==> config.mk <==
export PLATFORM = sky130hd
export DESIGN_NAME = idex_stage
export DESIGN_NICKNAME = d
export VERILOG_FILES = /design/src/rtl/idex_stage.sv
export SDC_FILE = /design/constraint.sdc
export NUM_CORES = 1
export LEC_CHECK = 0
export BUFFER_PORTS_ARGS = -buffer_cell sky130_fd_sc_hd__buf_2
export CORE_AREA = 5 5 128 130
export DETAILED_ROUTE_END_ITERATION = 8
export DIE_AREA = 0 0 133 135
export GPL_ROUTABILITY_DRIVEN = 0
export PLACE_DENSITY = 0.85
export SLEW_MARGIN = 40
export SYNTH_ARGS = -nofsm -noshare
export SYNTH_HDL_FRONTEND = slang
export SYNTH_SLANG_ARGS = --single-unit
==> constraint.sdc <==
create_clock -name clock -period 2.1 [get_ports clock]
set_input_delay 0 -clock clock [delete_from_list [all_inputs] [get_ports clock]]
set_output_delay 0 -clock clock [all_outputs]
set_load 0.01 [all_outputs]
==> src/rtl/idex_stage.sv <==
// rtl/idex_stage.sv - ID/EX pipeline register with valid, stall, flush, bubble counter; optional HAZARD_DETECT_EN load-use detection
module idex_stage #(
  parameter int DATA_W       = 32,
  parameter int REG_ADDR_W   = 5,
  parameter int WB_W         = 2,
  parameter int M_W          = 3,
  parameter int EX_W         = 8,
  parameter int MEM_READ_BIT = 0,
  parameter int CNT_W        = 16
) (
  input  logic                  clock,
  input  logic                  reset,
  input  logic                  stall,
  input  logic                  flush,
  input  logic                  valid_in,
  input  logic [WB_W-1:0]       wb_in,
  input  logic [M_W-1:0]        m_in,
  input  logic [EX_W-1:0]       ex_in,
  input  logic [DATA_W-1:0]     reg_rs_in,
  input  logic [DATA_W-1:0]     reg_rt_in,
  input  logic [DATA_W-1:0]     imm_in,
  input  logic [DATA_W-1:0]     pc_in,
  input  logic [REG_ADDR_W-1:0] addr_rs_in,
  input  logic [REG_ADDR_W-1:0] addr_rt_in,
  input  logic [REG_ADDR_W-1:0] addr_rd_in,
  output logic                  valid_out,
  output logic [WB_W-1:0]       wb_out,
  output logic [M_W-1:0]        m_out,
  output logic [EX_W-1:0]       ex_out,
  output logic [DATA_W-1:0]     reg_rs_out,
  output logic [DATA_W-1:0]     reg_rt_out,
  output logic [DATA_W-1:0]     imm_out,
  output logic [DATA_W-1:0]     pc_out,
  output logic [REG_ADDR_W-1:0] addr_rs_out,
  output logic [REG_ADDR_W-1:0] addr_rt_out,
  output logic [REG_ADDR_W-1:0] addr_rd_out,
  output logic [CNT_W-1:0]      bubble_count,
  output logic                  hazard_stall
);

  // The mem-read flag has to live inside the M bundle.
  if (MEM_READ_BIT >= M_W) begin : g_bad_mem_read_bit
    $error("MEM_READ_BIT must index into the M control bundle");
  end

  logic                  r_valid;
  logic [WB_W-1:0]       r_wb;
  logic [M_W-1:0]        r_m;
  logic [EX_W-1:0]       r_ex;
  logic [DATA_W-1:0]     r_rs;
  logic [DATA_W-1:0]     r_rt;
  logic [DATA_W-1:0]     r_imm;
  logic [DATA_W-1:0]     r_pc;
  logic [REG_ADDR_W-1:0] r_ars;
  logic [REG_ADDR_W-1:0] r_art;
  logic [REG_ADDR_W-1:0] r_ard;
  logic [CNT_W-1:0]      r_cnt;

  logic w_hazard;
  logic w_bubble_written;

`ifdef HAZARD_DETECT_EN
  // A valid load in EX whose destination feeds the instruction now in decode.
  assign w_hazard = r_valid & r_m[MEM_READ_BIT] & valid_in & (r_art != '0) &
                    ((r_art == addr_rs_in) | (r_art == addr_rt_in));
`else
  assign w_hazard = 1'b0;
`endif

  // A bubble lands in the stage on flush, on a self-inserted hazard bubble,
  // or when an invalid decode slot is loaded; a stall writes nothing.
  assign w_bubble_written = flush | (~stall & (w_hazard | ~valid_in));

  // Pipeline fields: reset > flush > stall > hazard > load.
  always_ff @(posedge clock) begin
    if (reset) begin
      r_valid <= 1'b0;
      r_wb    <= '0;
      r_m     <= '0;
      r_ex    <= '0;
      r_rs    <= '0;
      r_rt    <= '0;
      r_imm   <= '0;
      r_pc    <= '0;
      r_ars   <= '0;
      r_art   <= '0;
      r_ard   <= '0;
    end else if (flush) begin
      r_valid <= 1'b0;
      r_wb    <= '0;
      r_m     <= '0;
      r_ex    <= '0;
    end else if (stall) begin
      r_valid <= r_valid;
    end else if (w_hazard) begin
      r_valid <= 1'b0;
      r_wb    <= '0;
      r_m     <= '0;
      r_ex    <= '0;
    end else begin
      r_valid <= valid_in;
      r_wb    <= valid_in ? wb_in : '0;
      r_m     <= valid_in ? m_in  : '0;
      r_ex    <= valid_in ? ex_in : '0;
      r_rs    <= reg_rs_in;
      r_rt    <= reg_rt_in;
      r_imm   <= imm_in;
      r_pc    <= pc_in;
      r_ars   <= addr_rs_in;
      r_art   <= addr_rt_in;
      r_ard   <= addr_rd_in;
    end
  end

  // Saturating count of bubbles written into the stage.
  always_ff @(posedge clock) begin
    if (reset) begin
      r_cnt <= '0;
    end else if (w_bubble_written && (r_cnt != {CNT_W{1'b1}})) begin
      r_cnt <= r_cnt + 1'b1;
    end
  end

  assign valid_out    = r_valid;
  assign wb_out       = r_wb;
  assign m_out        = r_m;
  assign ex_out       = r_ex;
  assign reg_rs_out   = r_rs;
  assign reg_rt_out   = r_rt;
  assign imm_out      = r_imm;
  assign pc_out       = r_pc;
  assign addr_rs_out  = r_ars;
  assign addr_rt_out  = r_art;
  assign addr_rd_out  = r_ard;
  assign bubble_count = r_cnt;
  assign hazard_stall = w_hazard;

endmodule

After elaboration in Yosys (flattened, before gate mapping)
Index checks and enable logic that the tools add are counted.
{ "classes": {"n_addsub": 1, "n_eq_ne": 1, "mux": 3, "bitwise": 5, "n_reduce_logical": 3} }
{ "op_table": {"columns": ["op", "count"], "rows": [
  ["$add A16 B1 Y16 const B", 1],
  ["$ne A16 B16 Y1 const B", 1],
  ["$mux W8", 1],
  ["$mux W3", 1],
  ["$not A1 Y1", 3],
  ["$mux W2", 1],
  ["$reduce_and A2 Y1", 1],
  ["$reduce_or A2 Y1", 1],
  ["$and A1 B1 Y1", 1],
  ["$logic_and A1 B1 Y1", 1],
  ["$or A1 B1 Y1", 1]
]} }
{ "word_totals": {"regBits": 173, "in_bits": 161, "out_inout_bits": 174, "elab_cells": 25} }

Longest topological paths before layout
Gate-level depths: netlist (run 1).
{ "logic_depth": {"depth_word": 4, "mapped_depth": 7, "mapped_depth_nobuf": 5} }

Least setup slack after synthesis (run 1)
No wires, ideal clock.
{ "synth_path": {"kind": "register to register", "from": "reg r_cnt[0] (netlist: bubble_count[0])", "to": "reg r_cnt[13] (netlist: bubble_count[13])", "setup_ns": 0.123, "arrival_ns": 1.635, "t_required_ns": 1.977, "setup_slack_ns": 0.342, "stages_incl_launch_ff": 6, "path_buffers": 0, "period_less_slack_ns": 1.758, "path_cell_list": "dfxtp_1 ha_1 nand4_1 nor4_4 nor4_1 mux2_1"} }
{ "synth_via": {"elab_chain_len": 2, "word_cells_on_any_way": 3, "cone_classes": "1 x add/sub; 1 x eq/ne; 1 x reduce/logical"} }
{ "synth_rtl": {"columns": ["element", "line_no", "text"], "rows": [
  ["start: declaration", "57", "logic [CNT_W-1:0] r_cnt;"],
  ["start signal: assignment", "120", "r_cnt <= r_cnt + 1'b1;"],
  ["parallel branches: the longest is 2 deep, another holds $add A16 B1 Y16", null, null]
]} }
Parallel ways; which one is timed is not known.
A chain may end at the register's enable or synchronous reset.

Final worst setup path (run 1)
{ "layout_path": {"from": "reg r_cnt[0] (netlist: bubble_count[0])", "to": "reg r_cnt[9] (netlist: bubble_count[9])"} }
The elaborated chain is that of the path after synthesis.

==> results of run 1 <==
through the flow:
step	setup slack, ns	power (uW)	std cells	util (%)	area, um^2
global route	0.0400	7840	1430	67.7	10200
finish	0.191	7570	1430	67.7	10200
global placement	0.288	4270	1241	53.4	8030
floorplan	0.342	3920	767	-	6240
CTS	0.217	7550	1430	67.7	10200
detailed placement	0.231	4290	1241	53.4	8030
repair_timing:
item,in CTS,in global routing
gates resized for setup,0,0
hold buffers,157,0
endpoints found under the hold margin,167,0
area by class of cell:
class                   instances  area share, %
inverters                       4          0.148
well taps                     188           2.31
multi-input cells             535           25.0
clock buffers                  18           4.32
clock inverters                14           1.30
repair buffers                498           32.9
flip-flops and latches        173           34.0
metal layers:
layer / routed length (um) / global-route usage [%]
met5: 0 / 0
met4: 1030 / 13.4
met3: 2270 / 8.72
met2: 12200 / 45.4
met1: 8620 / 27.7
cells in the final DEF (no fill, tap or decap), types with 2 or more instances in the layout:
cell           instances
inv_6                  4
dfxtp_1              173
clkinv_2               2
buf_2                332
nand3_1                4
nand2_1              290
inv_1                  4
buf_4                  5
mux2_1                 2
o21ai_0                2
a21oi_1              149
nor3_1                 3
a211oi_1               2
mux2_2                 3
nor2b_1                7
clkinvlp_4             3
or4_1                  2
nand4_1                3
a31oi_1                2
a22oi_1               13
nand4_4                2
clkbuf_16             17
o31ai_1                2
nor4_1                 4
clkinv_4               4
nor2_1                22
or3_1                  2
and2_1                 2
dlygate4sd3_1        157
buf_12                 4
final timing paths:
kind / start / end / slack [ns] / cells past startpoint
hold / removal: stall / valid_out / 0.07 / 3
setup reg to reg: bubble_count[0] / bubble_count[9] / 0.19 / 5
setup / recovery: bubble_count[0] / bubble_count[9] / 0.19 / 5
hold reg to reg: pc_out[5] / pc_out[5] / 0.45 / 2
power by group:
group	internal, uW	leakage, uW	switching (uW)
clock network	1680	0.000274	1390
logic	503	0.00301	503
registers	3420	0.00141	76.3
flip-flops by register name, indices dropped and copies added, names as in the netlist, 5 cells and up:
name and count:
reg_rs_out 32, reg_rt_out 32, addr_rs_out 5, ex_out 8, imm_out 32, pc_out 32, addr_rd_out 5, bubble_count 16
addr_rt_out 5
worst max-delay path: stages, from the launching register on:
cell and delay (ns):
dfxtp_1 0.39, ha_1 0.25, nand4_1 0.32, nor3_2 0.43, nor4b_1 0.13, mux2_2 0.28
kinds of logic after synthesis:
kind of cell               after synthesis
and+or+nand+nor                        350
AOI/OAI and AO/OA                      176
DFF                                    173
buffers and inverters                   59
muxes                                    6
adders and majority gates                1
other                                    1
xor gates and xnor gates                 1
==> reports/summary.txt, run 1 <==
Outcome: finished clean
Die Height: 135 um
WL final: 24100 um
Largest cells by area after synthesis: dfxtp_1, nand2_1, a21oi_1
Tmin final: 1.91 ns
DR WL/cell: 16.9 um
Primary FF master, synth: dfxtp_1
Antenna violations before repair: 0
I/O pins: 335
Register area share after synthesis: 55.5%
Worst Max-Slew Pin Slew: 0.537 ns
Die area: 18000 um^2
Avg Synthesized Cell Area: 8.14 um^2
Fill cells: 989
Compound-cell area share of the yosys netlist: 15.7%
Mux share of post-synthesis cell area: 1.06%
Die width: 133 um
Syn Inst Count: 767
Largest net degree at the start of global routing: 109
Relative slew margins: 64.2%
Synth-to-Final Area Change: 63.0%
DRC: 0
Leakage: 0.00470 uW
WHS: 0.0664 ns
CP Capture Type: flip-flop
Power Density: 744 nW/um^2
Synth Area in Adders: 0.200%
Setup repair after global routing missed its margin: false
Initial DRT Pass Iterations: 5
Via count: 7322
CTS tree: yes
Clk_skew: 0.00496 ns
ANT nets after route: 0
Synth Warn #: 0
Setup TNS: 0 ns
Worst Path Arrival: 2.23 ns
Core Rows: 45
First-pass GRT wire length: 37800 um
Period utilization: 90.9%
Synth Net Count: 929
Post-synth top area share: 55.5%
Final net count: 1391
Asr flop ratio synth: 0%
Yosys top cell by area: dfxtp_1
CP Launch Type: flip-flop
Post-synth top cells: nand2_1, dfxtp_1, a21oi_1
Clk sinks: 173
HP Class: input pin to flip-flop
Share of cells above drive strength 1: 31.1%
Number of buffers on the longest clock path: 2
Max Cap Violations: 0
Clock Latency Late Sink: 0.42 ns
Vias in the first global route: 7504
Area of the multi-input gates: 2540 um^2
H-tree Lvls: 4
Detailed Route Iter0 Violations: 532
Largest family of logic cells by synthesized area: simple AND/OR/NAND/NOR gates
Setup-failing EPs final: 0
Grt ovf: 0
Synthesized area: 6240 um^2
Clock transition at path regs: 0.07 ns
Kind of critical path: flip-flop to flip-flop
Post-CTS Setup Repair Bufs: 0
Fin. Hold Viols: 0
Root Buffer: clkbuf_16
Via/cell ratio: 5.12
Post-synthesis cell type count: 42
CP Data Required Time: 2.42 ns
Post-synth EDFFs: 0
Worst Path Max Fanout: 7
GRT Overall Usage: 25.9%
I/O Buffers: 333
HPWL Detailed: 13300 um
Register area: 3460 um^2
Fin. max-slew vios: 0
N_diodes: 0
Post-Synth XOR/XNOR Area: 0.140%
Synth Area in Simple Gates: 23.4%
Fmax: 524 MHz
#FFs+latches synth: 173
Initial Utilization: 41.5%
Cell with the most instances after synthesis: nand2_1
Core ar.: 15000 um^2
Max IR drop VDD: 0.546 mV
CTS buffer count: 17
(Power assumes the default switching activity.)
==> run 2, diff against run 1 <==
--- a/config.mk
+++ b/config.mk
@@ -6,11 +6,11 @@
 export NUM_CORES = 1
 export LEC_CHECK = 0
 export BUFFER_PORTS_ARGS = -buffer_cell sky130_fd_sc_hd__buf_2
-export CORE_AREA = 5 5 128 130
+export CORE_MARGIN = 5
+export CORE_UTILIZATION = 43
 export DETAILED_ROUTE_END_ITERATION = 8
-export DIE_AREA = 0 0 133 135
 export GPL_ROUTABILITY_DRIVEN = 0
-export PLACE_DENSITY = 0.85
+export PLACE_DENSITY = 0.87
 export SLEW_MARGIN = 40
 export SYNTH_ARGS = -nofsm -noshare
 export SYNTH_HDL_FRONTEND = slang
==> reports/summary.txt, run 2 (synthesized netlist as in run 1, its figures left out) <==
Worst Max-Slew Pin Slew: 0.703 ns
CP Capture Type: flip-flop
Switching part of the total: 25.0%
CTS buffer count: 17
Worst Path Arrival: 2.27 ns
Via/cell ratio: 5.18
Period utilization: 93.8%
Root Buffer: clkbuf_16
Setup-failing EPs final: 0
Fin. max-slew vios: 0
Synth-to-Final Area Change: 62.6%
Kind of critical path: flip-flop to flip-flop
Clk sinks: 173
Via count: 7388
Tmin final: 1.97 ns
Clk_skew: 0.00200 ns
Initial DRT Pass Iterations: 5
Clock Power Share: 40.5%
CP Data Required Time: 2.40 ns
Die area: 17000 um^2
Worst Path Max Fanout: 4
Clock transition at path regs: 0.06 ns
Total power: 7570 uW
Initial Utilization: 43.5%
CP Launch Type: flip-flop
GRT Overall Usage: 27.0%
Leakage: 0.00469 uW
Flop pwr share: 46.2%
Detailed Route Iter0 Violations: 545
Fin. Hold Viols: 0
Power Density: 746 nW/um^2
Core Rows: 44
Cell internal pwr: 5680 uW
Clock Latency Late Sink: 0.42 ns
Max Cap Violations: 0
Die width: 131 um
Setup TNS: 0 ns
Number of buffers on the longest clock path: 2
Most common cell after layout, fill and taps aside: buf_2
I/O Buffers: 333
Core ar.: 14400 um^2
Net Sw Power: 1890 uW
Relative slew margins: 53.1%
Most frequent cells in the layout: buf_2, nand2_1, dfxtp_1
WL final: 24500 um
H-tree Lvls: 4
Gate power share: 13.3%
Vias in the first global route: 7283
ANT nets after route: 0
Outcome: finished clean
Max IR drop VDD: 0.492 mV
First-pass GRT wire length: 36600 um
I/O pins: 335
HPWL Detailed: 12800 um
CTS tree: yes
Antenna violations before repair: 1
HP Class: input pin to flip-flop
Die Height: 131 um
DRC: 0
Final net count: 1390
Share of cells above drive strength 1: 30.9%
Setup repair after global routing missed its margin: false
Largest net degree at the start of global routing: 144
Post-CTS resize count: 0
Fmax: 507 MHz
Grt ovf: 0
DR WL/cell: 17.2 um
-- run 2: worst paths after layout --
| kind | cells after the start | slack, ns | to | startpoint |
|---|---|---|---|---|
| setup / recovery | 5 | 0.13 | bubble_count[13] | bubble_count[0] |
| hold / removal | 2 | 0.07 | bubble_count[1] | reset |
| setup reg to reg | 5 | 0.13 | bubble_count[13] | bubble_count[0] |
| hold reg to reg | 2 | 0.45 | reg_rs_out[8] | reg_rs_out[8] |
-- run 2: cell type report --
| type | instances | area, um^2 |
|---|---|---|
| fill | 898 | 4220 |
| sequential | 173 | 3460 |
| timing repair buffer | 497 | 3330 |
| multi-input combinational | 535 | 2540 |
| clock buffer | 23 | 488 |
| tap | 184 | 230 |
| clock inverter | 8 | 81.3 |
| inverter | 4 | 15.0 |
| antenna | 2 | 5.00 |
-- run 2: through the flow --
step	util [%]	hold slack [ns]	cell area, um^2	setup slack (ns)	instances
after floorplan	-	0.136	6240	0.342	767
after global placement	55.7	0.232	8010	0.291	1236
after detailed placement	55.7	0.241	8010	0.166	1236
after CTS	70.6	0.0429	10100	0.125	1423
after global routing	70.6	0.0963	10100	0.00496	1425
final	70.6	0.0743	10200	0.130	1426
-- run 2: worst max-delay path, stage by stage, from the launching register on --
cell and delay [ns]:
dfxtp_1 0.40, ha_1 0.27, nand4_1 0.31, nor4_4 0.41
nor4_1 0.12, mux2_1 0.34
-- run 2: power by group through the flow --
stage	Combinational, uW	Sequential (uW)	Clock, uW
after floorplan	298	3620	0
after global placement	716	3550	0
after detailed placement	726	3560	0
after CTS	954	3480	3080
after global routing	1080	3510	3200
final	1010	3500	3070
-- run 2: routing by layer --
| layer | GRT usage (%) | vias to the layer above | share of wire, % |
|---|---|---|---|
| met5 | 0 | - | 0 |
| met4 | 16.3 | 0 | 5.5 |
| met3 | 8.82 | 125 | 9.6 |
| met2 | 47.0 | 432 | 50 |
| met1 | 28.2 | 3389 | 35 |
| li1 | - | 3442 | - |
-- run 2: what timing repair did --
action / 4_1_cts / 5_1_grt
hold endpoints to repair: 156 / 0
hold buffers: 156 / 0
buffers inserted: 0 / 1
setup endpoints to repair: 0 / 1
